--- src/rtl/wb_arb_n_pkg.sv ---
// Shared definitions for the N-channel ibus arbiter: FSM encoding, index/counter widths,
// default timeout read data and the round-robin pointer helper.
package wb_arb_n_pkg;

    typedef enum logic {
        ARB_IDLE = 1'b0,
        ARB_BUSY = 1'b1
    } arb_state_e;

    localparam int          ARB_IDX_W   = 3;
    localparam int          ARB_CNT_W   = 16;
    localparam logic [31:0] ARB_ERR_RDT = 32'hFFFF_FFFF;

    // Next index modulo n; n need not be a power of two.
    function automatic logic [ARB_IDX_W-1:0] wrap_inc(input logic [ARB_IDX_W-1:0] v, input int n);
        return (int'(v) >= n - 1) ? '0 : v + 3'd1;
    endfunction

endpackage

--- src/rtl/wb_arb_n_rr_pick.sv ---
// Combinational requester picker: first set request at or after start, wrapping modulo N.
// With rr_en low the search always starts at 0, giving lowest-index-wins priority.
module rr_pick
    import wb_arb_n_pkg::*;
#(
    parameter int N = 4
) (
    input  logic [N-1:0]           req,
    input  logic [ARB_IDX_W-1:0]   start,
    input  logic                   rr_en,
    output logic                   valid,
    output logic [ARB_IDX_W-1:0]   idx
);

    logic [ARB_IDX_W-1:0] start_eff;
    logic                 hi_valid;
    logic [ARB_IDX_W-1:0] hi_idx;
    logic                 lo_valid;
    logic [ARB_IDX_W-1:0] lo_idx;

    // Descending scan so the lowest index in each half is the one left standing; requests
    // at or above start outrank the wrapped ones below it.
    // NOTE: every signal assigned here gets a default first, otherwise a latch is inferred.
    always_comb begin
        start_eff = rr_en ? start : '0;
        hi_valid  = 1'b0;
        hi_idx    = '0;
        lo_valid  = 1'b0;
        lo_idx    = '0;
        for (int i = N - 1; i >= 0; i--) begin
            if (req[i]) begin
                if (i >= int'(start_eff)) begin
                    hi_valid = 1'b1;
                    hi_idx   = 3'(i);
                end else begin
                    lo_valid = 1'b1;
                    lo_idx   = 3'(i);
                end
            end
        end
    end

    assign valid = hi_valid | lo_valid;
    assign idx   = hi_valid ? hi_idx : lo_idx;

endmodule

--- src/rtl/wb_arb_n.sv ---
// N-channel ibus arbiter: shares one cyc/adr/ack/rdt slave between requesters, holds the
// grant until ack or abort, and forces an error ack when the slave stalls past TIMEOUT.
module wb_arb_n
    import wb_arb_n_pkg::*;
#(
    parameter int             N           = 4,
    parameter int             AW          = 32,
    parameter int             DW          = 32,
    parameter int             ROUND_ROBIN = 1,
    parameter int             TIMEOUT     = 0,
    parameter logic [DW-1:0]  ERR_RDT     = DW'(ARB_ERR_RDT)
) (
    input  logic                  wb_clk,
    input  logic                  wb_rst,
    input  logic [N-1:0]          m_cyc,
    input  logic [N*AW-1:0]       m_adr,
    output logic [N-1:0]          m_ack,
    output logic [N*DW-1:0]       m_rdt,
    output logic                  x_cyc,
    output logic [AW-1:0]         x_adr,
    input  logic                  x_ack,
    input  logic [DW-1:0]         x_rdt,
    output logic [ARB_IDX_W-1:0]  grant,
    output logic                  busy,
    output logic                  timeout
);

    arb_state_e            state_q;
    logic [ARB_IDX_W-1:0]  grant_q;
    logic [ARB_IDX_W-1:0]  ptr_q;
    logic [ARB_CNT_W-1:0]  cnt_q;
    logic                  timeout_q;

    logic [ARB_IDX_W-1:0]  start_d;
    logic                  pick_valid;
    logic [ARB_IDX_W-1:0]  pick_idx;
    logic                  sel_cyc;
    logic [AW-1:0]         sel_adr;
    logic                  busy_w;
    logic                  live;
    logic                  to_hit;
    logic                  slave_ack;
    logic                  to_ack;
    logic                  ack_any;
    logic [DW-1:0]         ack_data;

    assign start_d = wrap_inc(ptr_q, N);

    rr_pick #(.N(N)) u_pick (
        .req   (m_cyc),
        .start (start_d),
        .rr_en (ROUND_ROBIN != 0),
        .valid (pick_valid),
        .idx   (pick_idx)
    );

    always_comb begin
        sel_cyc = 1'b0;
        sel_adr = '0;
        for (int i = 0; i < N; i++) begin
            if (grant_q == 3'(i)) begin
                sel_cyc = m_cyc[i];
                sel_adr = m_adr[i*AW +: AW];
            end
        end
    end

    // A dropped cyc on the granted channel aborts: no ack, real or forced, reaches it.
    assign busy_w    = (state_q == ARB_BUSY);
    assign live      = busy_w & sel_cyc;
    assign to_hit    = (TIMEOUT != 0) && (cnt_q == 16'(TIMEOUT - 1));
    assign slave_ack = live & x_ack;
    assign to_ack    = live & to_hit & ~x_ack;
    assign ack_any   = slave_ack | to_ack;
    assign ack_data  = to_ack ? ERR_RDT : x_rdt;

    assign x_cyc = live & ~to_ack;
    assign x_adr = x_cyc ? sel_adr : '0;

    always_comb begin
        m_ack = '0;
        m_rdt = '0;
        for (int i = 0; i < N; i++) begin
            if (ack_any && grant_q == 3'(i)) begin
                m_ack[i]           = 1'b1;
                m_rdt[i*DW +: DW]  = ack_data;
            end
        end
    end

    // NOTE: sequential state uses non-blocking assignments so every register samples
    // the pre-edge values, independent of statement order.
    always_ff @(posedge wb_clk) begin
        if (wb_rst) begin
            state_q   <= ARB_IDLE;
            grant_q   <= '0;
            ptr_q     <= 3'(N - 1);
            cnt_q     <= '0;
            timeout_q <= 1'b0;
        end else begin
            case (state_q)
                ARB_IDLE: begin
                    if (pick_valid) begin
                        state_q <= ARB_BUSY;
                        grant_q <= pick_idx;
                        ptr_q   <= pick_idx;
                        cnt_q   <= '0;
                    end
                end
                ARB_BUSY: begin
                    cnt_q <= cnt_q + 16'd1;
                    if (to_ack) begin
                        timeout_q <= 1'b1;
                    end
                    if (!sel_cyc || x_ack || to_hit) begin
                        state_q <= ARB_IDLE;
                    end
                end
                default: state_q <= ARB_IDLE;
            endcase
        end
    end

    assign grant   = grant_q;
    assign busy    = busy_w;
    assign timeout = timeout_q;

endmodule

--- config.mk ---
export PLATFORM = sky130hd
export DESIGN_NAME = wb_arb_n
export DESIGN_NICKNAME = d
export VERILOG_FILES = /design/src/rtl/wb_arb_n_pkg.sv /design/src/rtl/wb_arb_n_rr_pick.sv /design/src/rtl/wb_arb_n.sv
export SDC_FILE = /design/constraint.sdc
export NUM_CORES = 1
export LEC_CHECK = 0
export BUFFER_PORTS_ARGS = -buffer_cell sky130_fd_sc_hd__buf_2
export CORE_AREA = 2 2 131 133
export CTS_CLUSTER_DIAMETER = 200
export DETAILED_ROUTE_END_ITERATION = 7
export DIE_AREA = 0 0 133 135
export GPL_TIMING_DRIVEN = 0
export HOLD_SLACK_MARGIN = 0.02
export SYNTH_ARGS = -nofsm -noshare
export SYNTH_HDL_FRONTEND = slang
export SYNTH_HIERARCHICAL = 1
export SYNTH_SLANG_ARGS = --single-unit
export TNS_END_PERCENT = 10
--- constraint.sdc ---
create_clock -name wb_clk -period 2.5 [get_ports wb_clk]
set_input_delay 0.25 -clock wb_clk [delete_from_list [all_inputs] [get_ports wb_clk]]
set_output_delay 0.25 -clock wb_clk [all_outputs]
set_load 0.05 [all_outputs]
======== After elaboration in Yosys (flattened, before gate mapping) ========
Cells that the tools add are included.
W data, S select, Z words.
word-level totals
  input bits .............................. 167
  word-level logic and storage cells ...... 78
  register bits ........................... 7
  output and inout port bits .............. 170
cells by class
  reduce and logical (&&, ||, !) cells .... 8
  magnitude comparators ................... 5
  mux-type cells .......................... 54
  $add $sub $neg .......................... 1
  equality and inequality tests ........... 3
  bitwise logic cells ..................... 4
operators with widths
  cell                   number
  $mux W32               9
  $mux W3                16
  $mux W1                26
  $eq A3 B2 Y1 const B   2
  $ge A1 B3 Y1 const A   2
  $ge A2 B3 Y1 const A   2
  $logic_and A1 B1 Y1    4
  $mux W2                2
  $add A3 B1 Y3 const B  1
  $eq A3 B1 Y1 const B   1
  $ge A3 B2 Y1 const B   1
  $logic_not A3 Y1       1
  $and A1 B1 Y1          2
  $pmux W1 S2            1
  $reduce_and A2 Y1      1
  $logic_not A1 Y1       1
  $logic_or A1 B1 Y1     1
  $not A1 Y1             1
  $or A1 B1 Y1           1

======== Depth between registers and ports, before layout ========
  word-level depth ........................ 14
  mapped depth ............................ 11
  depth with buffers taken out ............ 10

======== Modules after synthesis ========
Netlist, hierarchy kept.
by module, submodules not included
  module    seq. area each (sq um)  times used  cells each  area an instance (sq um)
  wb_arb_n  120.1                   1           355         2638.8
  rr_pick   0.0                     1           23          148.9

======== Least setup slack after synthesis ========
No wires, ideal clock.
  path kind ............................... reg2out
  from .................................... register grant_q[0] (netlist: grant[0])
  to ...................................... output x_adr[30]
  arrival time ............................ 2.636 ns
  stages on the path, launching flop included .. 6
  setup slack ............................. -0.386 ns
  path buffers ............................ 3
  path through ............................ dfxtp_1 > buf_4 > buf_4 > buf_2 > o22ai_1 > a211oi_1
on the way
  longest elaborated chain between the ends .. 7
RTL lines
  element                 RTL line         RTL
  start, declared         wb_arb_n.sv:29   logic [ARB_IDX_W-1:0] grant_q;
  start signal, assigned  wb_arb_n.sv:105  grant_q <= pick_idx;
  $logic_not A3 Y1        wb_arb_n.sv:61   if (grant_q == 3'(i)) begin
  $mux W1 (4 in a row)    wb_arb_n.sv:61
  $and A1 B1 Y1           wb_arb_n.sv:70   assign live = busy_w & sel_cyc;
  $mux W32 *              wb_arb_n.sv:78   assign x_adr = x_cyc ? sel_adr : '0;
  end, declared           wb_arb_n.sv:20   output logic [AW-1:0] x_adr,
Mark *: on every way between the ends. The rest lies on a longest branch, timed or not.

======== Worst setup path after layout ========
  from .................................... register grant_q[0] (netlist: grant[0])
  to ...................................... output x_adr[8]
The elaborated chain is that of the path after synthesis.

==> summary.md <==
| Metric | Value |
|---|---|
| Worst-path maximum fanout | 10 |
| Die Ht | 135 µm |
| Skew-Pair Late Insertion Delay | 0.23 ns |
| CP top delay family | buffers and inverters |
| Share of cells above drive strength 1 | 0.553 |
| Post-synth top area cell | and4b_1 |
| Cell area power density | 340 nW/µm² |
| Outcome | finished, final reports clean |
| Hold wc startpoint | wb_rst |
| Initial Utilization | 0.170 |
| Top cells by count, synth | and4b_1, a211oi_1, and2_1 |
| Ys Warns | 6 |
| FF-to-FF Start | grant[2]$_SDFFE_PP0P_ |
| CTS Hold Buffers Added | 0 |
| CP cell instances | buf_4 > clkbuf_1 > and2b_1 > a211oi_1 > a211oi_1 > buf_2 |
| HP Class | in -> reg |
| CP Data Arrival Time | 2.14 ns |
| Reg-to-reg slack, setup | 0.14 ns |
| RSZ-0062 raised after global routing | yes |
| DIE AREA | 18,000 µm² |
| Worst slew margin | 0.643 |
| Fmax | 418 MHz |
| Post-Syn Area | approximately 2800 µm² |
| Yosys top cell area share | 0.237 |
| CP Depth | 6 |
| Initial drt markers | 150 |
| Boundary pin count | 337 |
| Final hold vios | 0 |
| Top-count cell post-synth | and4b_1 |
| CTS Root Cell | clkbuf_16 |
| Top area cells in the synthesized netlist | and4b_1, a211oi_1, and2_1 |
| Post-synth cell types | 42 |
| CTS clk-pin slew, worst paths | 0.03 ns |
| Syn Inst Count | 378 |
| CP Buf/Inv Count | 3 |
| Longest Clk Path Bufs | 2 |
| Worst vdd rail ir drop | around 140 µV |
| Max Cap Violations | 0 |
| Slew Limit Fails | 0 |
| CP Class | reg -> out |
| Average size of a mapped cell | 7.37 µm² |
| Critical path endpoint category | output port |
| Worst setup path start | grant[0]$_SDFFE_PP0P_ |
| Final Skew | 0.000871 ns |
| Worst Setup EP | x_adr[8] |
| CP max stage delay | 0.42 ns |
| Actual slew at the worst max-slew pin | 0.536 ns |
| H-tree Lvls | 1 |
| CP dominant cell by count | a211oi_1 |
| First-pass GRT wire length | roughly 24,000 µm |
| Pleak | approximately 2.9 nW |
| CTS tree | yes |
| Pin count of the biggest net entering global routing | 11 |
| Routed WL per cell | roughly 18 µm |
| FF-to-FF End | grant[0]$_SDFFE_PP0P_ |
| DP HPWL | 14,400 µm |
| Primary FF master, synth | dfxtp_1 |
| Placer Congestion | a little over 0.8 |
| Reg2reg path depth | 10 |
| Nets@finish | 894 |
| Core ar. | 16,400 µm² |
| Overall power | about 0.0017 W |
| Share of the yosys chip area belonging to registers | 0.0431 |
| Overflow after GRT | 0 |
| TritonCTS Buffers | 3 |
| Die Span X | between 100 and 150 µm |
| Antenna viol nets, final | 0 |
| Final Cycle Share | 0.957 |
| Drc violations | 0 |
| Fin util | 0.303 |
| Critical Path RT | approximately 2.3 ns |
| EDFF count, synth | 0 |
| Cell Rows | 47 |
| Vias | 4,372 |
| WL final | 16,800 µm |
| CP max stage cell | clkbuf_1 |
| Drt pass-1 iters | 4 |
| Yosys reg bits | 6 |
| Vias in the first global route | 4,145 |
| Fin crit period | 2.39 ns |
| Clock sink count | 6 |
| Area growth syn-to-layout | 78.3% |
| Synth async-reset ratio | 0 |
| Via density | about 4.6 |
| CP Launch Type | flip-flop |
| GRT Total Usage | 0.170 |
| Initial antenna violation count | 0 |
| Fill count | 1,811 |
| I/O Buffers | 335 |
| Final setup fails | 0 |
| # diodes | 0 |
[flip-flops by register name, indices dropped and copies added (netlist names)]
name and cells:
grant 3, busy 1, ptr_q 2
[worst reg2reg max path, cell delays in order, from the launching register on]
cell and delay, ns:
dfxtp_1 0.33, buf_6 0.17, inv_1 0.06, ha_1 0.32, a2111oi_4 0.43, o21ai_1 0.19, a221oi_1 0.32, a32o_1 0.17
a32o_2 0.11, nand2_1 0.06, a21oi_1 0.11
[timing repair]
action,CTS,global route
gates resized for setup,18,14
endpoints found under the setup margin,74,45
pin swaps,0,3
buffers inserted,0,3
[through the flow]
step / instance area, µm² / std cells / setup WS, ns / hold WS (ns) / TNS, ns
after floorplan: 2820 / 382 / -0.384 / 0.319 / -10.72
after global placement: 4770 / 937 / -0.476 / 0.507 / -2.39
after detailed placement: 4770 / 937 / -0.593 / 0.512 / -3.06
after CTS: 4890 / 940 / 0.00332 / 0.267 / 0
after global routing: 4970 / 943 / -0.0212 / 0.288 / -0.0517
final: 4970 / 943 / 0.108 / 0.266 / 0
[cells in the final DEF, fill, tap and decap left out, types with 2 or more instances in the layout]
cell / n
clkbuf_16: 3
nand2b_2: 2
nor2b_1: 22
and4b_2: 2
a211oi_1: 60
and2b_1: 10
buf_2: 345
nor2_1: 2
a211oi_2: 4
dfxtp_1: 2
o21ai_1: 3
inv_1: 4
o22ai_1: 33
and4b_1: 64
and2_1: 64
conb_1: 7
a21oi_1: 6
clkbuf_2: 6
buf_6: 8
clkbuf_4: 2
ha_1: 2
buf_4: 13
nand2_1: 10
clkbuf_1: 18
a2111oi_4: 2
and3b_1: 3
dfxtp_2: 4
[metal layers]
layer | wire, µm | vias up | track usage
met3 | 1200 | 28 | 0.0236
met5 | 0 | - | 0
met2 | 8710 | 235 | 0.328
met1 | 6480 | 1961 | 0.192
li1 | - | 2148 | -
met4 | 408 | 0 | 0.0484
[worst min-delay path by stage]
stage	to	slack (ns)	depth (start not counted)
after floorplan	grant[0]$_SDFFE_PP0P_	0.32	1
after global placement	grant[1]$_SDFFE_PP0P_	0.51	2
after detailed placement	grant[0]$_SDFFE_PP0P_	0.51	2
after CTS	grant[0]$_SDFFE_PP0P_	0.27	2
after global routing	grant[1]$_SDFFE_PP0P_	0.29	2
final	grant[0]$_SDFFE_PP0P_	0.27	2
[power breakdown]
part	total [W]	switching (W)	internal, W	leakage [nW]
sequential	0.000138	0.0000264	0.000111	0.0502
combinational	0.00130	0.000840	0.000457	2.82
clock	0.000256	0.0000510	0.000205	0.0370
[cell type report]
cell class	count	area, µm²	share of cell area
plain buffers	55	323	0.0650
clock buffers	3	75.1	0.0151
flip-flops and latches	6	125	0.0252
multi-input cells	317	2430	0.489
inverters	4	15.0	0.00302
well taps	220	275	0.0554
repair buffers	338	1720	0.347
[cell families (layout without fill, tap and decap cells)]
logic type	after synthesis	in the layout	synth area share
adders and majority gates	2	2	0.00898
and+or+nand+nor	189	189	0.516
buffers and inverters	59	400	0.116
DFF	6	6	0.0431
other	3	7	0.00404
AOI/OAI and AO/OA	117	117	0.303
muxes	2	2	0.00898
No activity file was read; power rests on OpenSTA's default activity.
